<file path="src/rtl/hamming_rx_buffer.sv">
// hamming_rx_buffer: receive stage for one router output channel.
// Registers a Hamming(7,4) codeword, corrects any single-bit error, and
// queues the recovered nibble in a DEPTH-entry FIFO drained over valid/ready.
// Optional macro HAMM_RX_STATS_EN builds the corrected-error counter
// (err_cnt) and the last-syndrome register (last_syn). Without it both
// outputs are tied to zero, and the data path and latency are unchanged.
module hamming_rx_buffer #(
  parameter int DEPTH = 4,
  parameter int CNT_W = 8
) (
  input  logic             clk,
  input  logic             rst_n,
  input  logic             in_valid,
  output logic             in_ready,
  input  logic [6:0]       in_code,
  output logic             out_valid,
  input  logic             out_ready,
  output logic [3:0]       out_data,
  output logic [CNT_W-1:0] err_cnt,
  output logic [2:0]       last_syn
);

  localparam int AW = $clog2(DEPTH);

  logic             s1_valid;
  logic [6:0]       s1_code;
  logic             rdy_en;
  logic [AW-1:0]    wr_ptr;
  logic [AW-1:0]    rd_ptr;
  logic [AW:0]      fifo_count;
  logic [3:0]       mem [DEPTH];
  logic [2:0]       syn;
  logic [6:0]       fixed;
  logic [3:0]       nibble;
  logic [AW+1:0]    occupancy;
  logic             push;
  logic             pop;

  assign push = s1_valid;
  assign pop  = out_valid && out_ready;

  // Occupancy counts the codeword still in stage 1. Because of that, a
  // stage-2 write can never land on a full FIFO.
  assign occupancy = {1'b0, fifo_count} + (AW+2)'(s1_valid);
  assign in_ready  = rdy_en && (occupancy < (AW+2)'(DEPTH));

  assign out_valid = (fifo_count != '0);
  assign out_data  = out_valid ? mem[rd_ptr] : 4'd0;

  // Syndrome of the staged codeword, single-bit correction, nibble extract
  always_comb begin
    syn[0] = s1_code[0] ^ s1_code[2] ^ s1_code[4] ^ s1_code[6];
    syn[1] = s1_code[1] ^ s1_code[2] ^ s1_code[5] ^ s1_code[6];
    syn[2] = s1_code[3] ^ s1_code[4] ^ s1_code[5] ^ s1_code[6];
    fixed  = s1_code;
    if (syn != 3'd0) begin
      fixed[syn - 3'd1] = ~s1_code[syn - 3'd1];
    end
    nibble = {fixed[6], fixed[5], fixed[4], fixed[2]};
  end

  // Stage 1 capture register; never stalls, so it simply follows the handshake
  always_ff @(posedge clk or negedge rst_n) begin
    if (!rst_n) begin
      s1_valid <= 1'b0;
      s1_code  <= 7'd0;
    end else begin
      s1_valid <= in_valid && in_ready;
      if (in_valid && in_ready) begin
        s1_code <= in_code;
      end
    end
  end

  // Hold in_ready low until the first edge after reset is released
  always_ff @(posedge clk or negedge rst_n) begin
    if (!rst_n) begin
      rdy_en <= 1'b0;
    end else begin
      rdy_en <= 1'b1;
    end
  end

  // FIFO storage; contents need no reset since out_data is masked when empty
  always_ff @(posedge clk) begin
    if (push) begin
      mem[wr_ptr] <= nibble;
    end
  end

  // FIFO pointers and occupancy; pointers wrap naturally at DEPTH
  always_ff @(posedge clk or negedge rst_n) begin
    if (!rst_n) begin
      wr_ptr     <= '0;
      rd_ptr     <= '0;
      fifo_count <= '0;
    end else begin
      if (push) begin
        wr_ptr <= wr_ptr + AW'(1);
      end
      if (pop) begin
        rd_ptr <= rd_ptr + AW'(1);
      end
      case ({push, pop})
        2'b10:   fifo_count <= fifo_count + (AW+1)'(1);
        2'b01:   fifo_count <= fifo_count - (AW+1)'(1);
        default: fifo_count <= fifo_count;
      endcase
    end
  end

`ifdef HAMM_RX_STATS_EN
  // Saturating corrected-error counter and last syndrome, per stage-2 write
  always_ff @(posedge clk or negedge rst_n) begin
    if (!rst_n) begin
      err_cnt  <= '0;
      last_syn <= 3'd0;
    end else if (push) begin
      last_syn <= syn;
      if ((syn != 3'd0) && (err_cnt != {CNT_W{1'b1}})) begin
        err_cnt <= err_cnt + CNT_W'(1);
      end
    end
  end
`else
  assign err_cnt  = '0;
  assign last_syn = 3'd0;
`endif

endmodule
</file>
<file path="config.mk">
export PLATFORM = sky130hd
export DESIGN_NAME = hamming_rx_buffer
export DESIGN_NICKNAME = d
export VERILOG_FILES = /design/src/rtl/hamming_rx_buffer.sv
export SDC_FILE = /design/constraint.sdc
export NUM_CORES = 1
export LEC_CHECK = 0
export ABC_AREA = 1
export CAP_MARGIN = 15
export CORE_ASPECT_RATIO = 1.4
export CORE_UTILIZATION = 57
export DETAILED_ROUTE_END_ITERATION = 7
export GPL_TIMING_DRIVEN = 0
export PLACE_DENSITY = 0.84
export SETUP_SLACK_MARGIN = 0.4
export SYNTH_ARGS = -nofsm -noshare
export SYNTH_HDL_FRONTEND = slang
export SYNTH_SLANG_ARGS = --single-unit
</file>
<file path="constraint.sdc">
create_clock -name clk -period 3.6 [get_ports clk]
set_input_delay 0.72 -clock clk [delete_from_list [all_inputs] [get_ports clk]]
set_output_delay 0.72 -clock clk [all_outputs]
set_load 0.02 [all_outputs]
</file>
---- After elaboration in Yosys (flattened, before gate mapping) ----
Memories as Yosys holds them, arrays and structs flattened.
Cells that the tools add are included.
word-level totals
  register bits after elaboration ......... 16
  bits in writable memories ............... 16
  memories ................................ 1
  input bits .............................. 11
  output and inout port bits .............. 17
memory list
  name  words  bits a word  read ports  clocked after Yosys merged registers in  write ports  line  source
  mem   4      4            1           0                                        1            31    logic [3:0] mem [DEPTH];
cells by class
  equality and inequality tests ........... 2
  reductions and logical operators ........ 7
  add/sub/neg operators ................... 6
  multiplexer cells ....................... 10
  bitwise operators ....................... 10
  order comparisons ....................... 3
operator list
  kind                   count
  $xor A1 B1 Y1          9
  $bwmux W7              1
  $mux W7                1
  $pmux W3 S2            1
  $reduce_bool A3 Y1     2
  $sub A3 B1 Y3 const B  2
  $add A2 B1 Y2 const B  2
  $add A3 B1 Y4          1
  $logic_and A1 B1 Y1    4
  $lt A3 B4 Y1 const B   1
  $lt A4 B3 Y1 const B   1
  $mux W1                4
  $mux W4                1
  $add A3 B1 Y3 const B  1
  $bmux W1 S3            1
  $demux W1 S3           1
  $ge A3 B1 Y1 const B   1
  $eq A2 B1 Y1 const B   1
  $eq A2 B2 Y1 const B   1
  $reduce_bool A2 Y1     1
  $not A1 Y1             1

---- Longest topological paths before layout ----
  word-level depth ........................ 10
  gate-level depth with buffers ........... 12
  mapped depth without buffers ............ 12

---- Worst setup path after synthesis ----
No wires, ideal clock.
  path type ............................... reg2reg
  start ................................... register s1_code[2]
  end ..................................... memory mem[0][2] (data pin)
  data arrival time ....................... 2097 ps
  period minus slack after synthesis ...... 2354 ps
  stages on the path, launching flop included .. 12
  buffers on the path ..................... 0
  data required time ...................... 3343 ps
  library setup time ...................... 257 ps
  setup slack ............................. 1246 ps
  cell sequence ........................... dfrtp_1 -> xnor2_1 -> xor2_1 -> ha_1 -> ha_1 -> ha_1 -> nor2_2 -> nand2_1 -> nor2_1 -> or2_1 -> nand2_1 -> inv_1
between the ends
  longest elaborated chain between the ends .. 10
  elaborated cells on any way between the ends .. 18
  classes of those cells .................. add/sub (1); order compare (2); mux (6); bitwise (7); reduce/logical (2)
ends and longest elaborated chain
  element                                                                    line    source
  from (decl)                                                                26      logic [6:0] s1_code;
  from (signal assigned)                                                     70      s1_code <= in_code;
  $xor A1 B1 Y1 (on tied branches) (3 in series)                             52, 53
  $sub A3 B1 Y3                                                              57      fixed[syn - 3'd1] = ~s1_code[syn - 3'd1];
  $lt A3 B4 Y1 (not written as such) / $ge A3 B1 Y1 (equally long branches)  57
  $logic_and A1 B1 Y1 (not written as such)                                  57
  $mux W1 (not written as such)                                              57
  $demux W1 S3                                                               57
  $bwmux W7                                                                  57
  $mux W7 (*)                                                                56      if (syn != 3'd0) begin
  via fixed[5]                                                               33      logic [6:0] fixed;
  to (decl)                                                                  31
Mark *: on every way through the listed nets, which the timed path passes. The rest lies on a longest branch. The select of a mux whose other input is x is not followed.

---- Final worst setup path ----
  start ................................... register rd_ptr[0]
  end ..................................... output port out_data[3]
between the ends
  longest elaborated chain between the ends .. 2
ends and longest elaborated chain
  element                 line  source
  from (decl)             29    logic [AW-1:0] rd_ptr;
  from (signal assigned)  102   rd_ptr <= rd_ptr + AW'(1);
  $mem_v2 Z4 W4           --
  $mux W4                 48    assign out_data = out_valid ? mem[rd_ptr] : 4'd0;
  to (decl)               18    output logic [3:0] out_data,
Every way passes these cells.

==> reports/results.txt <==
The flow ran to the end, and the final reports show no timing, DRC or antenna violations. The synthesized design contains 32 register bits. The floorplan step set the die width to 49.0 um. The setup TNS was 0 ns; the ratio of cells with drive above 1 in the final layout was 0.140.

The number of routed nets with antenna violations was 0; the setup fix buffers added after clock tree synthesis was 0. Count of vias placed by the detailed router: 1250. By area the synthesized netlist is led by edfxtp_1 27%, dfrtp_1 23%, nand2_1 9.4%, ha_1 5.7%, buf_4 4.7%.

The largest fanout of any net on the critical path works out to 10. STA classifies the critical path startpoint as a flip-flop. The tools report the total track usage as 0.196.

The async set or reset register ratio after synthesis was 0.500. The portion of the clock cycle consumed by the worst path in the final layout came out at 0.736. The number of detailed-routing iterations run before antenna repair came out at 4. Setup repair after global routing left no endpoint under its margin.

Number of buffers inserted by port buffering: 16. Worst hold path class: reg -> reg. The final routed wire length divided by cell count works out to 9.96 um. The number of clock buffers added by TritonCTS is 5.

The tools report the number of slew-limit violations in the final report as 0. TritonCTS built the clock tree. Most frequently used cell type in the post-synthesis netlist: nand2_1.

Entering global routing, the biggest net connects 17 pins. The core region is 2910 um^2. By count the netlist is led by 44 x nand2_1, 21 x nor2_1, 20 x inv_1. The final layout contains 247 nets. The run gives 0 as the total congestion overflow.

The tools report the H-tree depth as 2. The pin slew with the least headroom to its limit is 0.704 ns, and the area growth from synthesis to final layout is 19.9%. The first routing iteration left 17 violations. Yosys printed 0 warnings. For the post-synthesis instance total, the log shows 194.

Synthesis instantiated 24 different standard cells from the library. The total of endpoints with negative setup slack in the final report was 0. The tool flagged a number of max-cap violations equal to 0.

The antenna cell count was 0. Dividing the synthesized area by the synthesized cell count gives 9.10 um^2. The tools report the count of pins on the block boundary as 28. The final critical-path required period works out to 2.65 ns.

Startpoint-to-endpoint class of the critical path: reg -> out. The tree built by TritonCTS fans out to 32 sinks. The maximum buffer depth of the clock tree was 2; the DRC violation count after routing was 0.

For the clock latency reported for the late side of the worst-skew pair, the log shows 0.28 ns. Counting flops with a built-in enable in the synthesized netlist gives 16. Of all cell types, the one taking the most synthesized area is edfxtp_1.

For the worst setup path, the data arrival time is 1.93 ns. The worst setup path is captured at an output port. The initialized floorplan defines 23 standard-cell rows.

The logs give 0 for the post-cts repair resize count and 1.06 ns for the worst setup slack for register-to-register paths. The floorplan die height came out at 67.9 um. The last weighted congestion value of the routability-driven placer was 0.801. The initial cell density of the core was 0.607; the clock skew was 0.00137 ns.

The detailed placer's ending HPWL was 2000 um; the total routed wirelength was 2640 um. The post-synthesis instance area is 1770 um^2, and the share of Yosys cell area claimed by the top area cell type is 0.272. Using the TritonRoute via totals, the vias-per-cell ratio works out to 4.72.

The worst max-slew margin expressed relative to the limit is 0.529, and the share of synthesized area occupied by flip-flops and latches is 0.499. Walking the worst path, the cells encountered are buf_2, inv_1, o21ai_0, a21oi_1, clkdlybuf4s50_1. The largest single stage delay on the critical path is 0.62 ns. The first global-routing pass estimated 4730 um of wire.

Highest clock frequency the design can meet: 378 MHz. The number of buffers inserted for hold repair after clock tree synthesis is 0. The largest individual stage delay along the critical path comes from the cell clkdlybuf4s50_1.

The clock transition at the registers of the reported paths works out to 0.06 ns. The tools report the count of endpoints failing hold in the final timing report as 0. The number of fillers in the final layout was 205.

The required time at the worst-slack endpoint is 2.88 ns, and the number of global-route vias before repair is 1172. The cell type group with the largest total delay on the critical path was buffers and inverters. The clock tree root driver cell is clkbuf_8. The die outline area was 3330 um^2. The total buffers and inverters traversed by the critical path was 3; the initial antenna violation count was 0.

For this run, the leading register cell type out of synthesis is edfxtp_1.
## path summary, 6_finish.rpt
kind	start	endpoint	depth (start not counted)
max	rd_ptr[0]$_DFFE_PN0N_	out_data[3]	5
min	fifo_count[0]$_DFFE_PN0P_	fifo_count[0]$_DFFE_PN0P_	1
max reg2reg	s1_code[4]$_DFFE_PN0P_	mem[2][2]$_DFFE_PP_	11
min reg2reg	fifo_count[0]$_DFFE_PN0P_	fifo_count[0]$_DFFE_PN0P_	1
max in group asynchronous	rst_n	s1_code[2]$_DFFE_PN0P_	1
min in group asynchronous	rst_n	fifo_count[1]$_DFFE_PN0P_	1
## state kept, by name, summed over array words and instances (netlist names)
signal / cells
rdy_en: 1
fifo_count: 3
s1_code: 7
mem: 16
push: 1
wr_ptr: 2
rd_ptr: 2
## area by class of cell
type                    instances  area [um^2]  area share
clock inverters                 2         35.0      0.0165
well taps                      37         46.3      0.0219
flip-flops and latches         32          881       0.416
inverters                      25         96.3      0.0455
plain buffers                  13         98.8      0.0467
clock buffers                   6         72.6      0.0343
repair buffers                 16          160      0.0757
multi-input cells             134          727       0.343
## kinds of logic after synthesis
family,after synthesis,share of synthesized area
other,2,0.00425
XOR/XNOR,12,0.0595
AO/OA/AOI/OAI,16,0.0454
AND/OR/NAND/NOR,85,0.213
flip-flops,32,0.499
buffers and inverters,38,0.111
adder cells (fa/ha/maj),9,0.0680
## placed cells by master, fill, tap and decap left out
cell type,instances
nand2_1,44
nor2_1,21
inv_1,20
dfrtp_1,16
clkdlybuf4s50_1,16
edfxtp_1,16
conb_1,12
o21ai_0,11
buf_4,11
nand3_1,9
xnor2_1,8
ha_1,8
a21oi_1,5
clkbuf_8,5
inv_2,4
xor2_1,4
or2_1,4
nor2_2,2
nor3_2,2
nand3_2,1
buf_2,1
buf_6,1
or2_4,1
nand2_4,1
inv_4,1
fa_1,1
clkinv_2,1
bufinv_16,1
clkbuf_1,1
## metrics by stage
step | std cells | hold slack [ns] | area [um^2] | util | setup WS (ns)
final | 265 | 0.523 | 2120 | 0.728 | 0.952
after global routing | 265 | 0.566 | 2120 | 0.728 | 0.808
after CTS | 265 | 0.519 | 2120 | 0.728 | 0.944
after detailed placement | 257 | 0.507 | 2010 | 0.691 | 1.05
after global placement | 257 | 0.495 | 2010 | 0.691 | 1.07
after floorplan | 204 | 0.424 | 1800 | - | 1.25
## worst reg2reg max path: stages (launching register included)
cell and delay [ns]:
dfrtp_1 0.45, xnor2_1 0.17, xor2_1 0.15, ha_1 0.37, ha_1 0.24, ha_1 0.39, nor2_2 0.15, nand2_1 0.06
nor2_1 0.11, nand3_1 0.08, nand2_1 0.06, inv_1 0.06
## metal layers
metal | up-vias | part of all wire | global-route usage
met2 | 41 | 0.55 | 0.399
met5 | - | 0 | 0
met3 | 7 | 0.045 | 0.0533
met4 | 0 | 0.028 | 0.107
li1 | 648 | - | -
met1 | 554 | 0.38 | 0.171
Power is not shown: default switching activity piles up to over one toggle a cycle in this logic, so the estimate is an artifact.
==> edit: new RTL, config.mk and constraints unchanged <==
Add a define of `HAMM_RX_STATS_EN`.
--- a/src/rtl/hamming_rx_buffer.sv
+++ b/src/rtl/hamming_rx_buffer.sv
@@ -4,6 +4,8 @@
 // Optional macro HAMM_RX_STATS_EN builds the corrected-error counter
 // (err_cnt) and the last-syndrome register (last_syn). Without it both
 // outputs are tied to zero, and the data path and latency are unchanged.
+`define HAMM_RX_STATS_EN
+
 module hamming_rx_buffer #(
   parameter int DEPTH = 4,
   parameter int CNT_W = 8
Behaviour: not the same (Yosys sat finds a counterexample within 4 cycles, from zero or initial values and one cycle with rst_n low).
==> edit against the original RTL <==
- routed wire length grew 44%
- synthesized cell count grew 27%
- sequential cell count grew 11
- area after synthesis grew 28%
- first-iteration DRC count grew 88%
- final area grew 27%
- non-clock buffer count grew 3
- setup slack lost 0.037 ns
- count of clock-buffer cells in the layout shrank 1
- hold slack lost 0.011 ns
Power is left out: the tool's default activity adds up to more than one toggle a clock period on the data nets, which glitch-free logic cannot reach.
==> edit: results (changes against the original RTL) <==
Fill cells 269 (was 205); complex-gate fraction of the synthesized area 6.49% (was 4.54%); FFs & Latches 43 (was 32); # resized after CTS 0 (unchanged); Worst Hold End err_cnt[6] (was fifo_count[0]); PortBufs 27 (was 16); met1 Resource Use GR 25.9% (was 17.1%); vias per inst 5.10 (was 4.72); clk cell area share 3.38% (was 5.08%); top cells by area, synth dfrtp_1 30%, edfxtp_1 21%, nand2_1 8.1% (was edfxtp_1 27%, dfrtp_1 23%, nand2_1 9.4%); # clk buffers 5 (was 6); detailed router's first-iteration violation count 32 (was 17); FF-to-FF setup slack 1.02 ns (was 1.06 ns); first-pass GRT wire length 6690 um (was 4730 um); Non-CTS inverters 37 (was 25); largest net degree at the start of global routing 16 (was 17); Seq area share 42.8% (was 41.6%); Non-CTS buffers 32 (was 29); tap cells 42 (was 37); Met2 Wirelength 2030 um (was 1450 um); Commonest cells post-synth 49 x nand2_1, 27 x dfrtp_1, 26 x inv_1 (was 44 x nand2_1, 21 x nor2_1, 20 x inv_1); worst setup path end out_data[0] (was out_data[3]); clk_skew 0.0121 ns (was 0.00137 ns); Synth warnings 0 (unchanged); post-DP HPWL 2930 um (was 2000 um); WL met3 139 um (was 118 um); grt met3 use 5.79% (was 5.33%); Final nets 302 (was 247); clock slew at reported path FFs 0.09 ns (was 0.06 ns); biggest regs mem (16), err_cnt (8), s1_code (7) (was mem (16), s1_code (7), fifo_count (3)); Hold Startpoint err_cnt[6] (was fifo_count[0]); post-synthesis sequential area ratio 51.2% (was 49.9%); slew at the pin closest to its max-slew limit 0.661 ns (was 0.704 ns); wire per inst 11.7 um (was 9.96 um); Global Route Usage Sum 21.9% (was 19.6%); multi-input gates 163 (was 134); FF-to-FF Start s1_code[4] (unchanged); met2 Track Usage GR 36.1% (was 39.9%); Signal buf overhead 12.0% (was 12.2%); fraction of registers with async set or reset after synthesis 62.8% (was 50.0%); multi-input logic portion of the cell area 34.2% (was 34.3%); multiplexer share of the synthesized area 0.998% (was 0%); vias in the first global route 1564 (was 1172); Synth Area in XOR/XNOR 6.21% (was 5.95%); post-synth cell types 28 (was 24); Post-synth top flop dfrtp_1 (was edfxtp_1); R2R cell count 13 (was 11); run status finished, final reports clean (unchanged); Clock Latency Late Sink 0.31 ns (was 0.28 ns); Worst R2R End mem[0][1] (was mem[2][2])
edit: changes by cell type after synthesis, moves of 3 or more:
cell / before / now
nand4_1: 0 / 4
inv_2: 4 / 10
buf_4: 11 / 2
or2_1: 4 / 1
nor2_1: 21 / 25
xor2_1: 4 / 9
dfrtp_1: 16 / 27
nand3_1: 9 / 12
o21ai_1: 0 / 6
inv_1: 20 / 26
nand2_2: 0 / 5
o21ai_0: 11 / 17
nand2_1: 44 / 49
edit: stage by stage:
step                hold WS, ns  utilization (%)  cells  setup WS, ns
finish                    0.512             72.8    325         0.915
global route              0.535             72.8    325         0.819
CTS                       0.517             72.8    325         0.905
detailed placement        0.496             70.3    317          1.04
global placement          0.491             69.6    316          1.08
floorplan                 0.424                -    247          1.26
edit: cells by family after synthesis:
family | count (synthesis)
compound gates | 29
fa+ha+maj | 9
buf+inv | 41
other cells | 1
simple gates | 106
mux | 2
xor+xnor | 16
flops | 43
